**src/rtl/id_ex_stage.sv**
```systemverilog
// id_ex_stage
// ID/EX pipeline register plus operand forwarding for the ALU of the
// pipelined MIPS core. It latches the decoded instruction from ID on every
// rising edge. It loads a bubble on a taken branch (flush) or on a load-use
// hazard, and it takes the freshest ALU operands from the MEM and WB
// producers.
//
// Ports
//   clk, rst_n                         clock, async active-low reset
//   id_*                               decoded instruction from ID
//   flush                              squash the instruction entering EX
//   mem_reg_write/mem_rd_idx/mem_result  EX/MEM producer (highest priority)
//   wb_reg_write/wb_rd_idx/wb_result     MEM/WB producer
//   alu_opcode, alu_rs, alu_rt         ALU operands
//   ex_valid, ex_rd_idx, ex_reg_write,
//   ex_mem_read, ex_mem_write          control passed to EX/MEM
//   ex_store_data                      forwarded rt value for stores
//   stall_id                           hold PC and IF/ID this cycle
module id_ex_stage (
  input  logic        clk,
  input  logic        rst_n,
  input  logic        id_valid,
  input  logic [2:0]  id_alu_op,
  input  logic [4:0]  id_rs_idx,
  input  logic [4:0]  id_rt_idx,
  input  logic [4:0]  id_rd_idx,
  input  logic [31:0] id_rs_val,
  input  logic [31:0] id_rt_val,
  input  logic [31:0] id_imm,
  input  logic        id_use_imm,
  input  logic        id_reg_write,
  input  logic        id_mem_read,
  input  logic        id_mem_write,
  input  logic        flush,
  input  logic        mem_reg_write,
  input  logic [4:0]  mem_rd_idx,
  input  logic [31:0] mem_result,
  input  logic        wb_reg_write,
  input  logic [4:0]  wb_rd_idx,
  input  logic [31:0] wb_result,
  output logic [2:0]  alu_opcode,
  output logic [31:0] alu_rs,
  output logic [31:0] alu_rt,
  output logic        ex_valid,
  output logic [4:0]  ex_rd_idx,
  output logic        ex_reg_write,
  output logic        ex_mem_read,
  output logic        ex_mem_write,
  output logic [31:0] ex_store_data,
  output logic        stall_id
);

  logic        valid_q, valid_d;
  logic [2:0]  alu_op_q, alu_op_d;
  logic [4:0]  rs_idx_q, rs_idx_d;
  logic [4:0]  rt_idx_q, rt_idx_d;
  logic [4:0]  rd_idx_q, rd_idx_d;
  logic [31:0] rs_val_q, rs_val_d;
  logic [31:0] rt_val_q, rt_val_d;
  logic [31:0] imm_q, imm_d;
  logic        use_imm_q, use_imm_d;
  logic        reg_write_q, reg_write_d;
  logic        mem_read_q, mem_read_d;
  logic        mem_write_q, mem_write_d;

  logic [31:0] rs_fwd;
  logic [31:0] rt_fwd;

  // A load sitting in EX cannot supply its data until it reaches WB, so an
  // ID instruction reading that register must wait one cycle. The rt port
  // only counts when rt is actually read: as an ALU operand or as store data.
  always_comb begin
    stall_id = id_valid & valid_q & mem_read_q & (rd_idx_q != 5'd0) &
               ((rd_idx_q == id_rs_idx) |
                ((rd_idx_q == id_rt_idx) & (~id_use_imm | id_mem_write)));
  end

  // Flush and stall both load a bubble. Control bits are cleared so that the
  // bubble can never write state downstream. The data fields are don't-care
  // while valid is low.
  always_comb begin
    valid_d     = id_valid;
    alu_op_d    = id_alu_op;
    rs_idx_d    = id_rs_idx;
    rt_idx_d    = id_rt_idx;
    rd_idx_d    = id_rd_idx;
    rs_val_d    = id_rs_val;
    rt_val_d    = id_rt_val;
    imm_d       = id_imm;
    use_imm_d   = id_use_imm;
    reg_write_d = id_reg_write & id_valid;
    mem_read_d  = id_mem_read & id_valid;
    mem_write_d = id_mem_write & id_valid;
    if (flush | stall_id) begin
      valid_d     = 1'b0;
      reg_write_d = 1'b0;
      mem_read_d  = 1'b0;
      mem_write_d = 1'b0;
    end
  end

  always_ff @(posedge clk or negedge rst_n) begin
    if (!rst_n) begin
      valid_q     <= 1'b0;
      alu_op_q    <= 3'd0;
      rs_idx_q    <= 5'd0;
      rt_idx_q    <= 5'd0;
      rd_idx_q    <= 5'd0;
      rs_val_q    <= 32'd0;
      rt_val_q    <= 32'd0;
      imm_q       <= 32'd0;
      use_imm_q   <= 1'b0;
      reg_write_q <= 1'b0;
      mem_read_q  <= 1'b0;
      mem_write_q <= 1'b0;
    end else begin
      valid_q     <= valid_d;
      alu_op_q    <= alu_op_d;
      rs_idx_q    <= rs_idx_d;
      rt_idx_q    <= rt_idx_d;
      rd_idx_q    <= rd_idx_d;
      rs_val_q    <= rs_val_d;
      rt_val_q    <= rt_val_d;
      imm_q       <= imm_d;
      use_imm_q   <= use_imm_d;
      reg_write_q <= reg_write_d;
      mem_read_q  <= mem_read_d;
      mem_write_q <= mem_write_d;
    end
  end

  // $0 is hardwired to zero. For other registers MEM is the younger producer
  // and therefore takes priority over WB.
  always_comb begin
    if (rs_idx_q == 5'd0)
      rs_fwd = 32'd0;
    else if (mem_reg_write && (mem_rd_idx == rs_idx_q))
      rs_fwd = mem_result;
    else if (wb_reg_write && (wb_rd_idx == rs_idx_q))
      rs_fwd = wb_result;
    else
      rs_fwd = rs_val_q;
  end

  always_comb begin
    if (rt_idx_q == 5'd0)
      rt_fwd = 32'd0;
    else if (mem_reg_write && (mem_rd_idx == rt_idx_q))
      rt_fwd = mem_result;
    else if (wb_reg_write && (wb_rd_idx == rt_idx_q))
      rt_fwd = wb_result;
    else
      rt_fwd = rt_val_q;
  end

  assign alu_rs        = rs_fwd;
  assign ex_store_data = rt_fwd;
  assign alu_rt        = use_imm_q ? imm_q : rt_fwd;
  assign alu_opcode    = valid_q ? alu_op_q : 3'b000;
  assign ex_valid      = valid_q;
  assign ex_rd_idx     = valid_q ? rd_idx_q : 5'd0;
  assign ex_reg_write  = valid_q & reg_write_q;
  assign ex_mem_read   = valid_q & mem_read_q;
  assign ex_mem_write  = valid_q & mem_write_q;

endmodule

```
**config.mk**
```make
export PLATFORM = sky130hd
export DESIGN_NAME = id_ex_stage
export DESIGN_NICKNAME = d
export VERILOG_FILES = /design/src/rtl/id_ex_stage.sv
export SDC_FILE = /design/constraint.sdc
export NUM_CORES = 1
export LEC_CHECK = 0
export CAP_MARGIN = 20
export CORE_AREA = 4 4 127 129
export CTS_CLUSTER_SIZE = 24
export DETAILED_ROUTE_END_ITERATION = 8
export DIE_AREA = 0 0 131 133
export HOLD_SLACK_MARGIN = 0.02
export PLACE_DENSITY = 0.77
export SKIP_CTS_REPAIR_TIMING = 1
export SLEW_MARGIN = 40
export SYNTH_ARGS = -nofsm -noshare
export SYNTH_HDL_FRONTEND = slang
export SYNTH_SLANG_ARGS = --single-unit
export TNS_END_PERCENT = 5
```
**constraint.sdc**
```tcl
create_clock -name clk -period 2.4 [get_ports clk]
set_input_delay 0.48 -clock clk [delete_from_list [all_inputs] [get_ports clk]]
set_output_delay 0.48 -clock clk [all_outputs]
set_load 0.1 [all_outputs]
```
== After elaboration in Yosys (flattened, before gate mapping) ==
Cells that the tools add are included.
Widths: inputs -> output; s select.
Cells by class
  muxes and demuxes: 13
  bitwise logic cells: 15
  equal/unequal tests: 6
  reduce and logical (&&, ||, !) cells: 7
Operator list (number)
  $mux 32: 7
  $eq 5x5->1: 6
  $and 1x1->1: 11
  $logic_not 5->1: 2
  $mux 5: 1
  $reduce_bool 5->1: 1
  $logic_and 1x1->1: 4
  $mux 1: 4
  $mux 3: 1
  $or 1x1->1: 3
  $not 1->1: 1
Storage, ports and cells
  bits of input ports: 198
  bits in registers: 119
  word-level logic and storage cells: 53
  output and inout port bits: 109

== Longest topological paths before layout ==
Gate-level depths: netlist of run 1.
  word-level depth: 7
  mapped depth: 7
  mapped depth without buffers: 5

== Worst setup path after synthesis of run 1 ==
No wires, ideal clock.
  kind: input -> output
  from: input port wb_rd_idx[3]
  to: output port alu_rt[11]
  stages: 6
  arrival time: 3617 ps
  path buffers: 2
  required time: 1920 ps
  slack: -1697 ps
  cells stage by stage: xnor2_1 and4_1 clkbuf_2 clkbuf_1 a221oi_1 o31ai_1
Between the ends
  word-level cells in the longest chain between the ends: 6
Ends and longest elaborated chain
  from (decl): RTL line 39  | input logic [4:0] wb_rd_idx,
  $eq 5x5->1: RTL line 150  | else if (wb_reg_write && (wb_rd_idx == rt_idx_q))
  $logic_and 1x1->1: RTL line 150
  $mux 32: RTL line 150
  $mux 32: RTL line 148  | else if (mem_reg_write && (mem_rd_idx == rt_idx_q))
  $mux 32: RTL line 146  | if (rt_idx_q == 5'd0)
  $mux 32: RTL line 158  | assign alu_rt = use_imm_q ? imm_q : rt_fwd;
  to (decl): RTL line 43  | output logic [31:0] alu_rt,
No other way between the ends.

== Worst setup path after layout of run 1 ==
  from: register rs_idx_q[1]
  to: output port alu_rs[10]
Between the ends
  word-level cells in the longest chain between the ends: 5
  elaborated cells on any way between the ends: 8
  those cells by class: eq/ne (2); mux (3); reduce/logical (3)
Ends and longest elaborated chain
  from (decl): RTL line 55  | logic [4:0] rs_idx_q, rs_idx_d;
  from (signal assigned): RTL line 119  | rs_idx_q <= rs_idx_d;
  $eq 5x5->1: RTL line 139  | else if (wb_reg_write && (wb_rd_idx == rs_idx_q))
  $logic_and 1x1->1: RTL line 139
  $mux 32: RTL line 139
  $mux 32: RTL line 137  | else if (mem_reg_write && (mem_rd_idx == rs_idx_q))
  $mux 32 *: RTL line 135  | if (rs_idx_q == 5'd0)
  to (decl): RTL line 42  | output logic [31:0] alu_rs,
Every way passes the cells marked *; elsewhere a longest branch is shown, timed or not.

==> impl_metrics.json, run 1 <==
{
  "status": "finished, violations left",
  "violations": "setup timing",
  "grt_pass1_vias": 6486,
  "io_buffers": 306,
  "slew_violations": 0,
  "cts_tree": "done",
  "tightest_slew_ns": 0.553,
  "h-tree-depth": 4,
  "synth.area.top_cells": "dfrtp_1 (51%), a211oi_2 (6.4%), nor2_1 (6.3%)",
  "r2r_setup_slack_ns": 0.65,
  "clockRootBuffer": "clkbuf_16",
  "fin_crit_ns": 3.01,
  "timing.final.crit_share_pct": 126,
  "detail_route.first_pass.iterations": 6,
  "async_flop_share_pct": 100,
  "yosysWarnings": 0,
  "grt_max_degree": 50,
  "grt_overflow_total": 0,
  "synth.most_common_cell": "dfrtp_1",
  "clkLatencyLatePin_ns": 0.41,
  "io_pins": 307,
  "placed_area_um2": 11300,
  "syn-num-nets": 753,
  "critPathMaxFanout": 6,
  "fin_ws_ns": -0.614,
  "power_density_nw_per_um2": 626,
  "ir_drop_mv": 0.519,
  "end_kind": "output pin",
  "drc": 0,
  "avgSynthCellArea_um2": 10.6,
  "stdcell_area_um2": 12400,
  "max_cap_violations": 0,
  "syn_inst": 555,
  "place_ws_ns": -0.741,
  "die_w_um": 131,
  "syn_to_final_growth_pct": 110,
  "setup_tns_ns": -46.67,
  "p_leak_nw": 5.10,
  "cp.arrival_ns": 2.53,
  "max_stage_delay_ns": 0.40,
  "vias_per_cell": 5.39,
  "startpoint_type": "flip-flop",
  "hold_violations": 0,
  "synth_edf_count": 0,
  "netlist.area_leader.share_pct": 50.6,
  "drtAntennaViolNets": 0,
  "num-fill-cells": 789,
  "ys_seq_area_share_pct": 50.6,
  "clk_transition_reported_paths_ns": 0.05,
  "yosysUniqueCellTypes": 39,
  "rsz0062_at_grt": "yes",
  "place_hpwl_um": 18600,
  "utilization_pct": 82.2,
  "cp.required_ns": 1.92,
  "drt_wl_total_um": 25400,
  "die-height_um": 133,
  "numCtsBuffers": 17,
  "crit_start": "rs_idx_q[1]$_DFF_PN0_",
  "crit_chain": "buf_6 > xor2_2 > nor4_2 > buf_4 > nand3_4 > buf_12 > clkbuf_16 > a211oi_4 > buf_12",
  "finalSetupViolCount": 97,
  "vias": 6011,
  "grt_pass1_wl_um": 36700,
  "cp_common_cell": "buf_12",
  "ys_ff_latch": 119,
  "dieArea_um2": 17400,
  "hold_class": "in -> async",
  "wl_per_cell_um": 22.8,
  "clockBufferDepth": 2,
  "gp_routability_congestion": 0.965,
  "cts_sinks": 119,
  "synth_top_cell_by_area": "dfrtp_1",
  "syn-cell-area_um2": 5880,
  "track_usage_pct": 27.8,
  "hold_ws_ns": 0.0515,
  "drtIter0Drc": 419,
  "synth_ff_type": "dfrtp_1",
  "max_freq_mhz": 332,
  "reg2reg_from": "rd_idx_q[2]$_DFF_PN0_",
  "final_nets": 1109,
  "crit_type": "reg -> out",
  "core_um2": 15000,
  "cp_slowest_cell": "dfrtp_1",
  "finClkSkew_ns": 0.00697,
  "antenna_found_initial": 3,
  "relSlewSlack_pct": 63.1,
  "synth_commonest_cells": "dfrtp_1 (119), nor2_1 (98), and2_1 (45)",
  "initial_utilization_pct": 39.1,
  "drive_above_1_share_pct": 40.7,
  "num_rows": 45
}
-- power breakdown --
group	switching (W)	internal (W)
sequential	0.0000543	0.00211
clock	0.000960	0.00174
combinational	0.00170	0.00118
-- logic make-up (layout without fill, tap and decap cells) --
group / Yosys count / after routing / synth area share, %
DFF: 119 / 119 / 50.6
xor gates and xnor gates: 30 / 30 / 4.47
other: 0 / 3 / 0
and+or+nand+nor: 197 / 197 / 15.5
buffers and inverters: 45 / 414 / 5.23
muxes: 32 / 32 / 5.44
AOI/OAI and AO/OA: 132 / 132 / 18.7
-- metrics by stage --
stage,total power [W],instances
3_5_place_dp,0.00501,1075
5_1_grt,0.00796,1115
2_1_floorplan,0.00376,555
3_3_place_gp,0.00497,1075
6_report,0.00774,1115
4_1_cts,0.00772,1107
-- cell usage in the layout, fill, tap and decap left out, types with 6 or more instances in the layout --
cell type / Yosys / final
dfrtp_1: 119 / 119
buf_6: 6 / 6
clkbuf_16: 0 / 19
clkdlybuf4s50_1: 0 / 187
and2_1: 45 / 38
mux2i_2: 0 / 11
a211oi_4: 0 / 33
xor2_1: 10 / 8
a221oi_2: 1 / 18
dlymetal6s2s_1: 0 / 9
xnor2_1: 20 / 18
buf_12: 3 / 111
nor2_2: 1 / 40
nor2_1: 98 / 58
o21ai_0: 33 / 32
buf_4: 1 / 65
mux2i_1: 32 / 19
a221oi_1: 30 / 12
nand2_1: 35 / 35
o31ai_4: 0 / 32
-- routing by layer --
| metal | global-route usage (%) | share of wire, % | vias to the layer above | wire, um |
|---|---|---|---|---|
| li1 | - | - | 2653 | - |
| met1 | 32.3 | 37 | 3006 | 9280 |
| met2 | 48.0 | 53 | 285 | 13500 |
| met3 | 6.54 | 6.3 | 67 | 1590 |
| met4 | 12.7 | 4.0 | 0 | 1030 |
| met5 | 0 | 0 | - | 0 |
-- worst max-delay path: cells and delay by family, from the launching register on --
kind,cells,cell delay [ns]
buf+inv,5,0.86
simple gates,2,0.47
compound gates,1,0.24
flops,1,0.40
xor+xnor,1,0.14
-- final timing paths --
kind                                                to  cells past startpoint
worst max register to register   mem_write_q$_DFF_PN0_                      4
worst min register to register      ex_valid$_DFF_PN0_                      2
worst max-delay path                        alu_rs[10]                      9
min in group clk                rs_val_q[31]$_DFF_PN0_                      1
max in group asynchronous        rs_val_q[4]$_DFF_PN0_                      2
worst min-delay path             rs_val_q[2]$_DFF_PN0_                      1
-- cell type report --
| class | count | area [um2] | share of cell area, % |
|---|---|---|---|
| timing repair buffer | 381 | 4830 | 39.0 |
| multi-input combinational | 391 | 3680 | 29.8 |
| sequential | 119 | 2980 | 24.1 |
| clock buffer | 17 | 425 | 3.44 |
| tap | 188 | 235 | 1.90 |
| clock inverter | 15 | 203 | 1.64 |
| antenna | 3 | 7.51 | 0.0607 |
| inverter | 1 | 3.75 | 0.0304 |
-- state kept, by name, summed over array words and instances, names as in the netlist --
| signal | flops |
|---|---|
| alu_op_q | 3 |
| ex_valid | 1 |
| imm_q | 32 |
| mem_read_q | 1 |
| mem_write_q | 1 |
| rd_idx_q | 5 |
| reg_write_q | 1 |
| rs_idx_q | 5 |
| rs_val_q | 32 |
| rt_idx_q | 5 |
| rt_val_q | 32 |
| use_imm_q | 1 |
Note: power is estimated with default switching activity, not from simulation.
==> run 2, diff against run 1 <==
GPL_TIMING_DRIVEN = 0   (was not set)
==> run 2 against run 1 <==
The flow still finishes with violations (setup timing). Via count up 0.96%. Register-to-register slack improved by 0.03 ns. Worst hold slack got worse by 0.022 ns. Largest power group unchanged. Highest routed layer unchanged. Design area increased by 1.9%.
==> impl_metrics.json, run 2 (same netlist as run 1, synthesis figures left out) <==
{
  "core_um2": 15000,
  "crit_type": "reg -> out",
  "fin_ws_ns": -0.596,
  "drive_above_1_share_pct": 44.5,
  "tightest_slew_ns": 0.644,
  "crit_chain": "xor2_1 > nor4_1 > and3_1 > buf_8 > buf_12 > mux2i_2 > a211oi_4 > buf_12",
  "initial_utilization_pct": 39.1,
  "status": "finished, violations left",
  "track_usage_pct": 26.4,
  "hold_class": "in -> async",
  "violations": "setup timing",
  "placed_area_um2": 9530,
  "drtAntennaViolNets": 0,
  "wl_per_cell_um": 25.3,
  "die_w_um": 131,
  "clk_transition_reported_paths_ns": 0.06,
  "hold_violations": 0,
  "grt_pass1_vias": 6340,
  "ir_drop_mv": 0.524,
  "critPathMaxFanout": 10,
  "end_kind": "output pin",
  "io_buffers": 306,
  "vias": 6069,
  "clockRootBuffer": "clkbuf_16",
  "num-fill-cells": 744,
  "final_cell_mix": "clkdlybuf4s50_1 (187), dfrtp_1 (118), buf_12 (77), and2_1 (39), nor2_2 (37)",
  "syn_to_final_growth_pct": 114,
  "detail_route.first_pass.iterations": 5,
  "final_common_cell": "clkdlybuf4s50_1",
  "grt_pass1_wl_um": 35000,
  "seqCellArea_um2": 2980,
  "finalSetupViolCount": 97,
  "place_hpwl_um": 18100,
  "vias_per_cell": 5.56,
  "cts_sinks": 119,
  "reg2reg_from": "rd_idx_q[2]$_DFF_PN0_",
  "cp.buffers_inverters": 3,
  "gp_routability_congestion": 0.977,
  "grt_overflow_total": 0,
  "io_pins": 307,
  "drc": 0,
  "cp.arrival_ns": 2.52,
  "dieArea_um2": 17400,
  "multi_input_area_um2": 4310,
  "drt_wl_total_um": 27600,
  "r2r_setup_slack_ns": 0.68,
  "max_freq_mhz": 334,
  "drtIter0Drc": 354,
  "clockBufferDepth": 2,
  "cp_common_cell": "buf_12",
  "stdcell_area_um2": 12600,
  "numCtsBuffers": 17,
  "cp_slowest_cell": "dfrtp_1",
  "cts_tree": "done",
  "finClkSkew_ns": 0.00173,
  "power_density_nw_per_um2": 601,
  "antenna_found_initial": 1,
  "die-height_um": 133,
  "slew_violations": 0,
  "clkLatencyLatePin_ns": 0.41,
  "startpoint_type": "flip-flop",
  "timing.final.crit_share_pct": 125,
  "reg_top3": "imm_q: 32 flops, rs_val_q: 32 flops, rt_val_q: 32 flops",
  "final_nets": 1088,
  "critical-path-top-delay-family": "buffers and inverters",
  "fin_crit_ns": 3.00,
  "grt_max_degree": 73,
  "rsz0062_at_grt": "yes",
  "r2r-end": "mem_write_q$_DFF_PN0_",
  "setup_tns_ns": -42.79,
  "cp.required_ns": 1.92,
  "h-tree-depth": 4,
  "p_leak_nw": 4.95,
  "r2r_cells": 4,
  "max_cap_violations": 0,
  "max_stage_delay_ns": 0.41,
  "relSlewSlack_pct": 57.1,
  "num_rows": 45
}
run 2: report_power, final:
group / switching, W / internal (W)
clock: 0.000978 / 0.00156
sequential: 0.0000691 / 0.00211
combinational: 0.00175 / 0.00111
total: 0.00279 / 0.00478
run 2: final cells by class:
class / count / share of cell area [%]
Sequential cell: 119 / 23.6
Clock inverter: 14 / 1.20
Buffer: 44 / 4.28
Multi-Input combinational cell: 391 / 34.2
Tap cell: 188 / 1.87
Timing Repair Buffer: 316 / 31.3
Inverter: 1 / 0.0298
Clock buffer: 18 / 3.48
Antenna cell: 1 / 0.0199
run 2: how the worst max path moves through the flow:
stage                     cells after the start                  start                  end  slack [ns]
final                                         8  rs_idx_q[1]$_DFF_PN0_            alu_rs[9]       -0.60
after global routing                          8  rs_idx_q[1]$_DFF_PN0_            alu_rs[9]       -0.70
after CTS                                     7          mem_rd_idx[2]           alu_rs[21]       -1.11
after detailed placement                      7          mem_rd_idx[3]           alu_rs[21]       -1.09
after global placement                        1                  rst_n  imm_q[14]$_DFF_PN0_       -3.71
after floorplan                               7           wb_rd_idx[4]           alu_rs[12]       -0.39
run 2: layer usage:
metal / track usage, % / up-vias / routed length (um)
met3: 7.35 / 84 / 1630
met4: 10.6 / 0 / 1240
li1: - / 2617 / -
met5: 0 / - / 0
met1: 31.7 / 3060 / 9920
met2: 44.4 / 308 / 14800
run 2: per-stage QoR:
step	hold slack (ns)	total power, W	util, %	std cells	worst slack, ns
finish	0.0295	0.00757	83.8	1092	-0.596
global route	0.0505	0.00779	83.8	1092	-0.698
CTS	0.0223	0.00695	67.3	1082	-1.11
detailed placement	0.482	0.00442	63.4	1050	-1.09
global placement	0.751	0.00453	66.8	1049	-3.71
floorplan	0.184	0.00376	-	555	-0.394
